**config.mk**
```make
export PLATFORM = sky130hd
export DESIGN_NAME = if_fetch_unit
export DESIGN_NICKNAME = d
export VERILOG_FILES = /design/src/rtl/if_fetch_unit.sv
export SDC_FILE = /design/constraint.sdc
export NUM_CORES = 1
export LEC_CHECK = 0
export CORE_AREA = 3 3 73 109
export DETAILED_ROUTE_END_ITERATION = 10
export DIE_AREA = 0 0 76 112
export DONT_BUFFER_PORTS = 1
export SLEW_MARGIN = 10
export SYNTH_ARGS = -nofsm -noshare
export SYNTH_HDL_FRONTEND = slang
export SYNTH_SLANG_ARGS = --single-unit
```
**constraint.sdc**
```tcl
create_clock -name clk -period 1.8 [get_ports clk]
set_input_delay 0.18 -clock clk [delete_from_list [all_inputs] [get_ports clk]]
set_output_delay 0.18 -clock clk [all_outputs]
set_load 0.02 [all_outputs]
```
**src/rtl/if_fetch_unit.sv**
```systemverilog
// Fetch stage feeding the IF/ID register: owns the PC, runs the imem request/ready
// handshake, and absorbs misses, stalls, branch redirects (also mid-miss) and HLT.
module if_fetch_unit #(
  parameter logic [15:0] RESET_PC     = 16'h0000,
  parameter logic [15:0] BUBBLE_INSTR = 16'h0000
) (
  input  logic        clk,
  input  logic        rst,
  input  logic        stall,
  input  logic        redirect,
  input  logic [15:0] redirect_pc,
  output logic        imem_req,
  output logic [15:0] imem_addr,
  input  logic [15:0] imem_rdata,
  input  logic        imem_ready,
  output logic [15:0] opcOut,
  output logic [15:0] pcOut,
  output logic [15:0] instrOut,
  output logic        validOut,
  output logic        ifid_en,
  output logic        halted
);

  typedef enum logic [1:0] {
    FETCH = 2'd0,
    DRAIN = 2'd1,
    HALT  = 2'd2
  } fetch_state_t;

  fetch_state_t state;
  logic [15:0]  pc;
  logic [15:0]  pending_pc;
  logic [15:0]  pc_next_seq;
  logic         is_hlt;

  assign pc_next_seq = pc + 16'd2;
  assign is_hlt      = (imem_rdata[15:12] == 4'hF);
  assign imem_addr   = pc;

  // DRAIN waits out a miss whose address was abandoned by a redirect; the request
  // stays up so the memory handshake is never dropped mid-transaction.
  always_ff @(posedge clk) begin
    if (!rst) begin
      pc         <= RESET_PC;
      pending_pc <= 16'h0000;
      state      <= FETCH;
    end else begin
      case (state)
        FETCH: begin
          if (!stall) begin
            if (redirect) begin
              if (imem_ready) begin
                pc <= redirect_pc;
              end else begin
                pending_pc <= redirect_pc;
                state      <= DRAIN;
              end
            end else if (imem_ready) begin
              if (is_hlt) state <= HALT;
              else        pc    <= pc_next_seq;
            end
          end
        end
        DRAIN: begin
          if (!stall) begin
            if (redirect) pending_pc <= redirect_pc;
            if (imem_ready) begin
              pc    <= redirect ? redirect_pc : pending_pc;
              state <= FETCH;
            end
          end
        end
        HALT: begin
          state <= HALT;
        end
        default: begin
          state <= FETCH;
        end
      endcase
    end
  end

  always_comb begin
    imem_req = 1'b0;
    ifid_en  = 1'b0;
    validOut = 1'b0;
    halted   = 1'b0;
    instrOut = BUBBLE_INSTR;
    opcOut   = pc;
    pcOut    = pc_next_seq;
    if (rst) begin
      case (state)
        FETCH: begin
          imem_req = 1'b1;
          ifid_en  = ~stall;
          if (!stall && !redirect && imem_ready) begin
            validOut = 1'b1;
            instrOut = imem_rdata;
          end
        end
        DRAIN: begin
          imem_req = 1'b1;
          ifid_en  = ~stall;
        end
        HALT: begin
          ifid_en = ~stall;
          halted  = 1'b1;
        end
        default: begin
          imem_req = 1'b0;
        end
      endcase
    end
  end

endmodule

```
Word level (Yosys, flattened, before mapping)
Index checks and enable logic that the tools add are counted.

storage, ports and cells
  flip-flop bits (word level) = 34
  latch bits = 0
  RAM bits = 0
  memory bits (read-only) = 0
  bits of input ports = 37
  output and inout bits = 68
  memories kept = 0

operators by class
  $add $sub $neg = 1
  multiply operators = 0
  divide/modulo/power cells = 0
  order comparisons = 0
  eq/ne operators = 13
  shift-type cells = 0
  muxes and demuxes = 34
  bitwise logic cells = 1
  reduce and logical (&&, ||, !) cells = 11

operator list
  cell                                                              count
  16-bit 2-to-1 mux                                                 15
  16-bit case mux with 2 select lines                               2
  16-bit by 2-bit adder with 16-bit output (second input constant)  1
  2-bit 2-to-1 mux                                                  7
  2-bit != test (second input constant)                             6
  3-bit != test (second input constant)                             4
  6-bit AND reduction                                               2
  1-bit 2-to-1 mux                                                  9
  2-bit case mux with 3 select lines                                1
  5-bit AND reduction                                               1
  4-bit == test (second input constant)                             1
  3-bit OR reduction                                                1
  2-bit by 1-bit == test with 1-bit output (second input constant)  1
  2-bit == test (second input constant)                             1
  1-bit logical AND                                                 2
  1-bit zero test                                                   2
  2-bit zero test                                                   1
  2-bit nonzero test                                                1
  2-bit OR reduction                                                1
  1-bit inverter                                                    1

Depth between registers and ports, before layout
Gate-level depths: netlist of the first run.

  depth in word-level cells = 6
  depth in mapped cells = 7

Worst setup path before layout of the first run
OpenSTA, ideal clock, no wires.

  path type = register -> register
  start point = reg pc[1], in the netlist imem_addr[1]
  end point = reg pc[7], in the netlist imem_addr[7]
  library setup time = 70 ps
  arrival time = 1849 ps
  required time = 1730 ps
  slack = -120 ps
  stages on the path, launching flop included = 7
  buffers on the path = 0
  period minus slack after synthesis = 1920 ps
  cell sequence = dfxtp_1 > ha_1 > and3_1 > nand3_1 > xnor2_1 > a222oi_1 > a21oi_1

between the ends
  longest elaborated chain between the ends = 6

ends and longest elaborated chain
  what                                      RTL line  text
  start, declared                           31        logic [15:0] pc;
  start signal, assigned                    53        pc <= redirect_pc;
  start signal, assigned                    60        else pc <= pc_next_seq;
  start signal, assigned                    68        pc <= redirect ? redirect_pc : pending_pc;
  16-bit by 2-bit adder with 16-bit output  36        assign pc_next_seq = pc + 16'd2;
  named net pcOut[7]                        17        output logic [15:0] pcOut,
  16-bit 2-to-1 mux                         59        if (is_hlt) state <= HALT;
  16-bit 2-to-1 mux                         58        end else if (imem_ready) begin
  16-bit 2-to-1 mux                         51        if (redirect) begin
  16-bit 2-to-1 mux                         50        if (!stall) begin
  16-bit case mux with 2 select lines       48        case (state)

The timed path passes the listed nets, and every way through them passes these cells. The select of a mux whose other input is x is not followed.
A chain may end at the register's enable or synchronous reset.

Final worst setup path of the first run
  start point = reg pc[3], in the netlist imem_addr[3]
  end point = out pcOut[14]

between the ends
  longest elaborated chain between the ends = 1

ends and longest elaborated chain
  what                                      RTL line
  16-bit by 2-bit adder with 16-bit output  36
  end, declared                             17

No other way between the ends.

==> results.py, run 1 <==
metrics = {
    "run_status": {
        "status": "finished, violations left",
        "violations": "hold timing",
    },
    "routing": {
        "route.detailed.drc": 0,
        "first_iter_violations": 177,
        "routed_wl_mm": 6.358,
        "num_vias": 1938,
        "drt-vias-per-instance": 5.324,
        "wire_per_inst_um": 17.47,
        "drtPass1Iterations": 5,
        "antenna_left": 0,
    },
    "clock_tree": {
        "h-tree-depth": 2,
        "root_buffer": "clkbuf_8",
        "cts_tree": "done",
        "cts_made_buffers": 5,
        "clkTransAtPathRegs_ns": 0.07,
        "clock-sinks": 34,
        "insertion_delay_ns": 0.29,
        "cts_hold_buf": 0,
        "clockBufferDepth": 2,
    },
    "synth": {
        "synth-compound-area-share_pct": 19.09,
        "synthSimpleGateAreaFrac_pct": 23.40,
        "synth_edf_count": 0,
        "synth_top_family_by_area": "simple AND/OR/NAND/NOR gates",
        "muxShareOfSynthArea_pct": 8.038,
        "synthesis.area_um2": 2117,
        "ys_top_cells_by_count": "dfxtp_1 (34), nor2_1 (27), buf_4 (19)",
        "ys_warn_count": 0,
        "synth-xor-area-share_pct": 5.733,
        "synth_seq_area_share_pct": 32.15,
        "synth_adder_area_share_pct": 0.5910,
        "ys_async_sr_fraction_pct": 0,
        "synth_seq_cells": 34,
        "synth_top_area_share_pct": 32.15,
        "ys.flop_type": "dfxtp_1",
        "postSynthAreaPerCell_um2": 8.536,
        "synth.most_common_cell": "dfxtp_1",
        "synth_cells": 248,
        "synthDistinctLibCells": 44,
        "synthesis.nets": 286,
        "synth_top_cell_by_area": "dfxtp_1",
        "synthTopCellsByArea": "dfxtp_1 (32%), mux2i_1 (8.0%), buf_4 (6.7%)",
    },
    "floorplanning": {
        "rows": 38,
        "ioPinCount": 105,
        "core_area_um2": 7179,
        "fp.dieH_um": 112,
        "die-area_um2": 8512,
        "initial_utilization_pct": 29.49,
        "die_x_um": 76,
    },
    "final_layout": {
        "drive_gt1_share_pct": 37.12,
        "regArea_um2": 705.7,
        "layout.nets": 301,
        "synthToLayoutAreaGrowth_pct": 22.87,
        "fillers": 758,
        "diodes": 0,
        "multi_input_area_um2": 1310,
    },
    "power_and_ir_drop": {
        "p_total_mw": 1.874,
        "p_per_area_nw_per_um2": 720.6,
        "ir_drop_mv": 0.3380,
        "p_leak_nw": 1.039,
    },
    "worst_setup_path": {
        "required_ns": 1.62,
        "path_cells": "nand4_4 -> nor2_2 -> and4_4 -> xor2_1 -> buf_4",
        "cp.arrival_ns": 1.57,
        "slowest_delay_ns": 0.40,
        "start_kind": "flip-flop",
        "crit_fanout": 5,
        "timing.reg2reg.setup_slack_ns": 0.17,
        "critical_path_class": "flip-flop to output pin",
        "cp-end-kind": "output pin",
        "worst_path_max_delay_cell": "dfxtp_4",
    },
    "grt": {
        "grtUsageTotal_pct": 14.29,
        "grt_pass1_wl_mm": 9.549,
        "antenna_found_initial": 0,
        "grt_overflow": 0,
        "grt_max_degree": 26,
        "grt_pass1_vias": 1792,
    },
    "sta": {
        "hold_viol_final": 1,
        "setup_viol": 0,
        "period_needed_ns": 1.747,
        "max_clock_freq_mhz": 572.5,
        "period_share_pct": 97.05,
        "slew_headroom_pct": 63.03,
        "drv_slew": 0,
        "grt_setup_unrepaired": "yes",
        "worstMarginPinSlew_ns": 0.5536,
        "holdWs_ns": -0.002660,
        "finClkSkew_ns": 0.006634,
    },
    "placement": {
        "dpl.hpwl_mm": 4.831,
        "globalplace.congestion": 0.8877,
        "io_buffers": 0,
    },
    "run": {
        "drv_cap": 0,
    },
    "worst_hold_path": {
        "hold_class": "input pin to flip-flop",
    },
}
-- routing by layer --
layer	share of wire [%]	GRT usage (%)	vias to the layer above
met5	0	0	-
li1	-	-	920
met1	34	14.19	920
met3	8.2	4.450	11
met4	1.9	5.320	0
met2	56	27.43	87
-- registers in the layout (all words and copies together) (netlist names) --
register,count
imem_addr,16
pending_pc,16
state,2
-- kinds of logic (layout without fill, tap and decap cells) --
| logic type | Yosys count | count (layout) |
|---|---|---|
| and+or+nand+nor | 87 | 87 |
| AOI/OAI and AO/OA | 58 | 58 |
| buffers and inverters | 38 | 54 |
| DFF | 34 | 34 |
| muxes | 17 | 17 |
| xor gates and xnor gates | 13 | 13 |
| adders and majority gates | 1 | 1 |
-- per-stage QoR --
stage                     utilization (%)  cell area, um^2    TNS, ns  worst slack (ns)  instances
after floorplan                         -             2127          0          0.003110        248
after global placement              32.80             2355          0           0.01874        355
after detailed placement            32.80             2355  -0.001232         -0.001232        355
after CTS                           35.26             2531          0          0.002184        363
after global routing                36.23             2601   -0.01104         -0.006374        364
final                               36.23             2601          0           0.05313        364
-- area by class of cell --
| cell class | instances | area share (%) |
|---|---|---|
| Multi-Input combinational cell | 176 | 50.36 |
| Sequential cell | 34 | 27.13 |
| Timing Repair Buffer | 42 | 12.89 |
| Tap cell | 100 | 4.810 |
| Clock buffer | 8 | 4.233 |
| Inverter | 4 | 0.5772 |
-- worst max-delay path, delay by kind of cell, from the launching register on --
family                    cells  cell delay [ns]
xor gates and xnor gates      1             0.14
buffers and inverters         1             0.15
DFF                           1             0.40
and+or+nand+nor               3             0.58
-- cells in the final DEF (no fill, tap or decap), types with 2 or more instances in the layout --
cell type / n
nand3_1: 2
clkbuf_8: 8
nor2b_1: 2
and3_2: 11
buf_4: 39
nand2b_1: 2
and3_1: 5
nand4_1: 2
nand3_2: 2
o21ai_0: 5
o21a_1: 3
a22oi_1: 2
xnor2_1: 4
a22o_1: 3
dfxtp_4: 5
nand3_4: 2
dfxtp_2: 5
dfxtp_1: 24
o31a_1: 2
a21oi_1: 14
xor2_1: 6
o21ai_1: 7
o22ai_1: 5
nand2_1: 15
nor2_1: 24
inv_1: 3
nor3_2: 2
nor3_1: 2
mux2i_1: 17
buf_6: 2
nor2_4: 4
a222oi_1: 8
xnor2_2: 2
a211oi_1: 5
nor2_2: 2
-- power breakdown --
part | internal, mW | switching (mW) | leakage (nW) | total, mW
clock network | 0.386 | 0.283 | 0.0575 | 0.670
registers | 0.787 | 0.0353 | 0.283 | 0.823
logic | 0.148 | 0.234 | 0.698 | 0.382
total | 1.32 | 0.553 | 1.04 | 1.87
-- worst paths after layout --
| kind | startpoint | to | cells past startpoint |
|---|---|---|---|
| setup / recovery | imem_addr[3] | pcOut[14] | 5 |
| hold / removal | imem_ready | state[0] | 1 |
| setup reg to reg | state[1] | imem_addr[6] | 5 |
| hold reg to reg | pending_pc[8] | pending_pc[8] | 2 |
-- timing repair --
item	4_1_cts	5_1_grt
cloned	0	0
gates resized for setup	15	30
pin swaps	3	5
setup buffers	0	1
endpoints found under the setup margin	23	28
hold endpoints to repair	0	0
(Power assumes the default switching activity.)
==> run 2: changes to the inputs <==
Settings changed: CORE_AREA 3 3 73 109 to 2 2 72 108, DIE_AREA 0 0 76 112 to 0 0 74 110.
==> run 2 against run 1 <==
The run now ends clean. Cell area grew 1.2%. Routed wire length grew 0.11%. Worst setup slack lost 0.0092 ns. Utilization grew 0.42 points.
==> results.py, run 2 (synthesis results as in run 1) <==
metrics = {
    "floorplanning": {
        "fp.dieH_um": 110,
        "die_x_um": 74,
        "core_area_um2": 7179,
        "ioPinCount": 105,
        "initial_utilization_pct": 29.49,
        "rows": 38,
        "die-area_um2": 8140,
    },
    "worst_setup_path": {
        "path_cells": "nand4_4 -> nor2_2 -> and4_4 -> xor2_1 -> buf_4",
        "start_kind": "flip-flop",
        "required_ns": 1.62,
        "crit_family": "simple AND/OR/NAND/NOR gates",
        "cp.arrival_ns": 1.58,
        "path_buf_inv": 1,
        "worst_path_max_delay_cell": "dfxtp_4",
        "critical_path_class": "flip-flop to output pin",
        "cp-end-kind": "output pin",
        "crit_fanout": 6,
        "slowest_delay_ns": 0.40,
    },
    "placement": {
        "dpl.hpwl_mm": 4.656,
        "io_buffers": 0,
        "placed_area_um2": 2350,
        "globalplace.congestion": 0.8267,
        "dp_slack_ns": 0.002961,
    },
    "power_and_ir_drop": {
        "ir_drop_mv": 0.3364,
        "switching_share_pct": 29.01,
        "pwr-share-seq_pct": 43.2,
        "p_sw_uw": 553.7,
        "clock_power_share_pct": 36.5,
        "internal_power_mw": 1.355,
        "p_leak_nw": 1.056,
        "combPwrFrac_pct": 20.4,
        "p_per_area_nw_per_um2": 725.4,
    },
    "sta": {
        "worst_slack_ns": 0.04398,
        "finClkSkew_ns": 0.004326,
        "grt_setup_unrepaired": "yes",
        "worstMarginPinSlew_ns": 0.6070,
        "drv_slew": 0,
        "hold_viol_final": 0,
        "fin_tns_setup_ns": 0,
        "period_share_pct": 97.56,
        "slew_headroom_pct": 59.47,
        "max_clock_freq_mhz": 569.5,
        "setup_viol": 0,
        "period_needed_ns": 1.756,
    },
    "clock_tree": {
        "clock-sinks": 34,
        "insertion_delay_ns": 0.29,
        "h-tree-depth": 2,
        "cts_tree": "done",
        "cts_made_buffers": 5,
        "clockBufferDepth": 2,
        "root_buffer": "clkbuf_8",
        "clkTransAtPathRegs_ns": 0.07,
    },
    "routing": {
        "routed_wl_mm": 6.365,
        "drtPass1Iterations": 5,
        "first_iter_violations": 126,
        "route.detailed.drc": 0,
        "num_vias": 1942,
        "antenna_left": 0,
        "drt-vias-per-instance": 5.263,
        "wire_per_inst_um": 17.25,
    },
    "run_status": {
        "status": "completed",
    },
    "final_layout": {
        "finalInstanceArea_um2": 2631,
        "layout_common_cells": "buf_4 (41), nor2_1 (24), dfxtp_1 (21), mux2i_1 (17), nand2_1 (15)",
        "diodes": 0,
        "final_common_cell": "buf_4",
        "drive_gt1_share_pct": 36.43,
        "layout.nets": 306,
        "synthToLayoutAreaGrowth_pct": 24.29,
    },
    "grt": {
        "grt_pass1_vias": 1839,
        "grt_max_degree": 26,
        "grt_overflow": 0,
        "grt_pass1_wl_mm": 9.729,
        "antenna_found_initial": 0,
        "grtUsageTotal_pct": 15.87,
    },
    "run": {
        "drv_cap": 0,
    },
    "worst_hold_path": {
        "hold_class": "input pin to flip-flop",
    },
}
-- run 2: cell types whose count changed in the layout (fill, tap and decap cells not counted), sizes merged --
cell,before,now
bufinv,0,1
dlygate4sd3,0,1
clkbuf,8,7
buf,42,46
-- run 2: metal layers --
layer	global-route usage, %	routed length [um]
met5	0	0
met4	4.805	65
met1	17.12	2316
met3	3.909	400
met2	29.72	3582
-- run 2: power groups by stage --
stage                     logic (mW)  clock network (mW)  registers, mW
final                          0.389               0.696          0.824
after floorplan                0.272                   0          0.864
after global routing           0.423               0.758          0.828
after detailed placement       0.369                   0          0.838
after global placement         0.365                   0          0.836
after CTS                      0.382               0.711          0.825
-- run 2: timing repair --
item,4_1_cts,5_1_grt
pin swaps,3,7
buffers inserted,0,3
endpoints found under the setup margin,26,40
endpoints found under the hold margin,1,0
gates cloned,2,0
resized for setup,25,23
hold buffers,1,0
-- run 2: path summary, 6_finish.rpt --
kind | startpoint | to | slack, ns | cells after the start
min | rst | imem_addr[7] | 0.02 | 2
min reg2reg | pending_pc[1] | pending_pc[1] | 0.50 | 2
max | imem_addr[4] | pcOut[14] | 0.04 | 5
max reg2reg | imem_addr[5] | imem_addr[15] | 0.18 | 5
-- run 2: area by class of cell --
cell class                 count  area (um^2)
fill                         758         4548
clock buffer                   7        76.32
tap                          100        125.1
sequential                    34        711.9
timing repair buffer          47        370.4
multi-input combinational    176         1303
inverter                       4        15.01
clock inverter                 1        30.03
-- run 2: metrics by stage --
| step | total power [mW] | hold slack, ns | std cells | utilization (%) |
|---|---|---|---|---|
| 3_5_place_dp | 1.207 | 0.3046 | 356 | 32.73 |
| 5_1_grt | 2.009 | 0.02969 | 369 | 36.65 |
| 2_1_floorplan | 1.136 | 0.2937 | 248 | - |
| 3_3_place_gp | 1.201 | 0.2993 | 356 | 32.73 |
| 4_1_cts | 1.918 | 0.01892 | 367 | 35.45 |
| 6_report | 1.909 | 0.01844 | 369 | 36.65 |
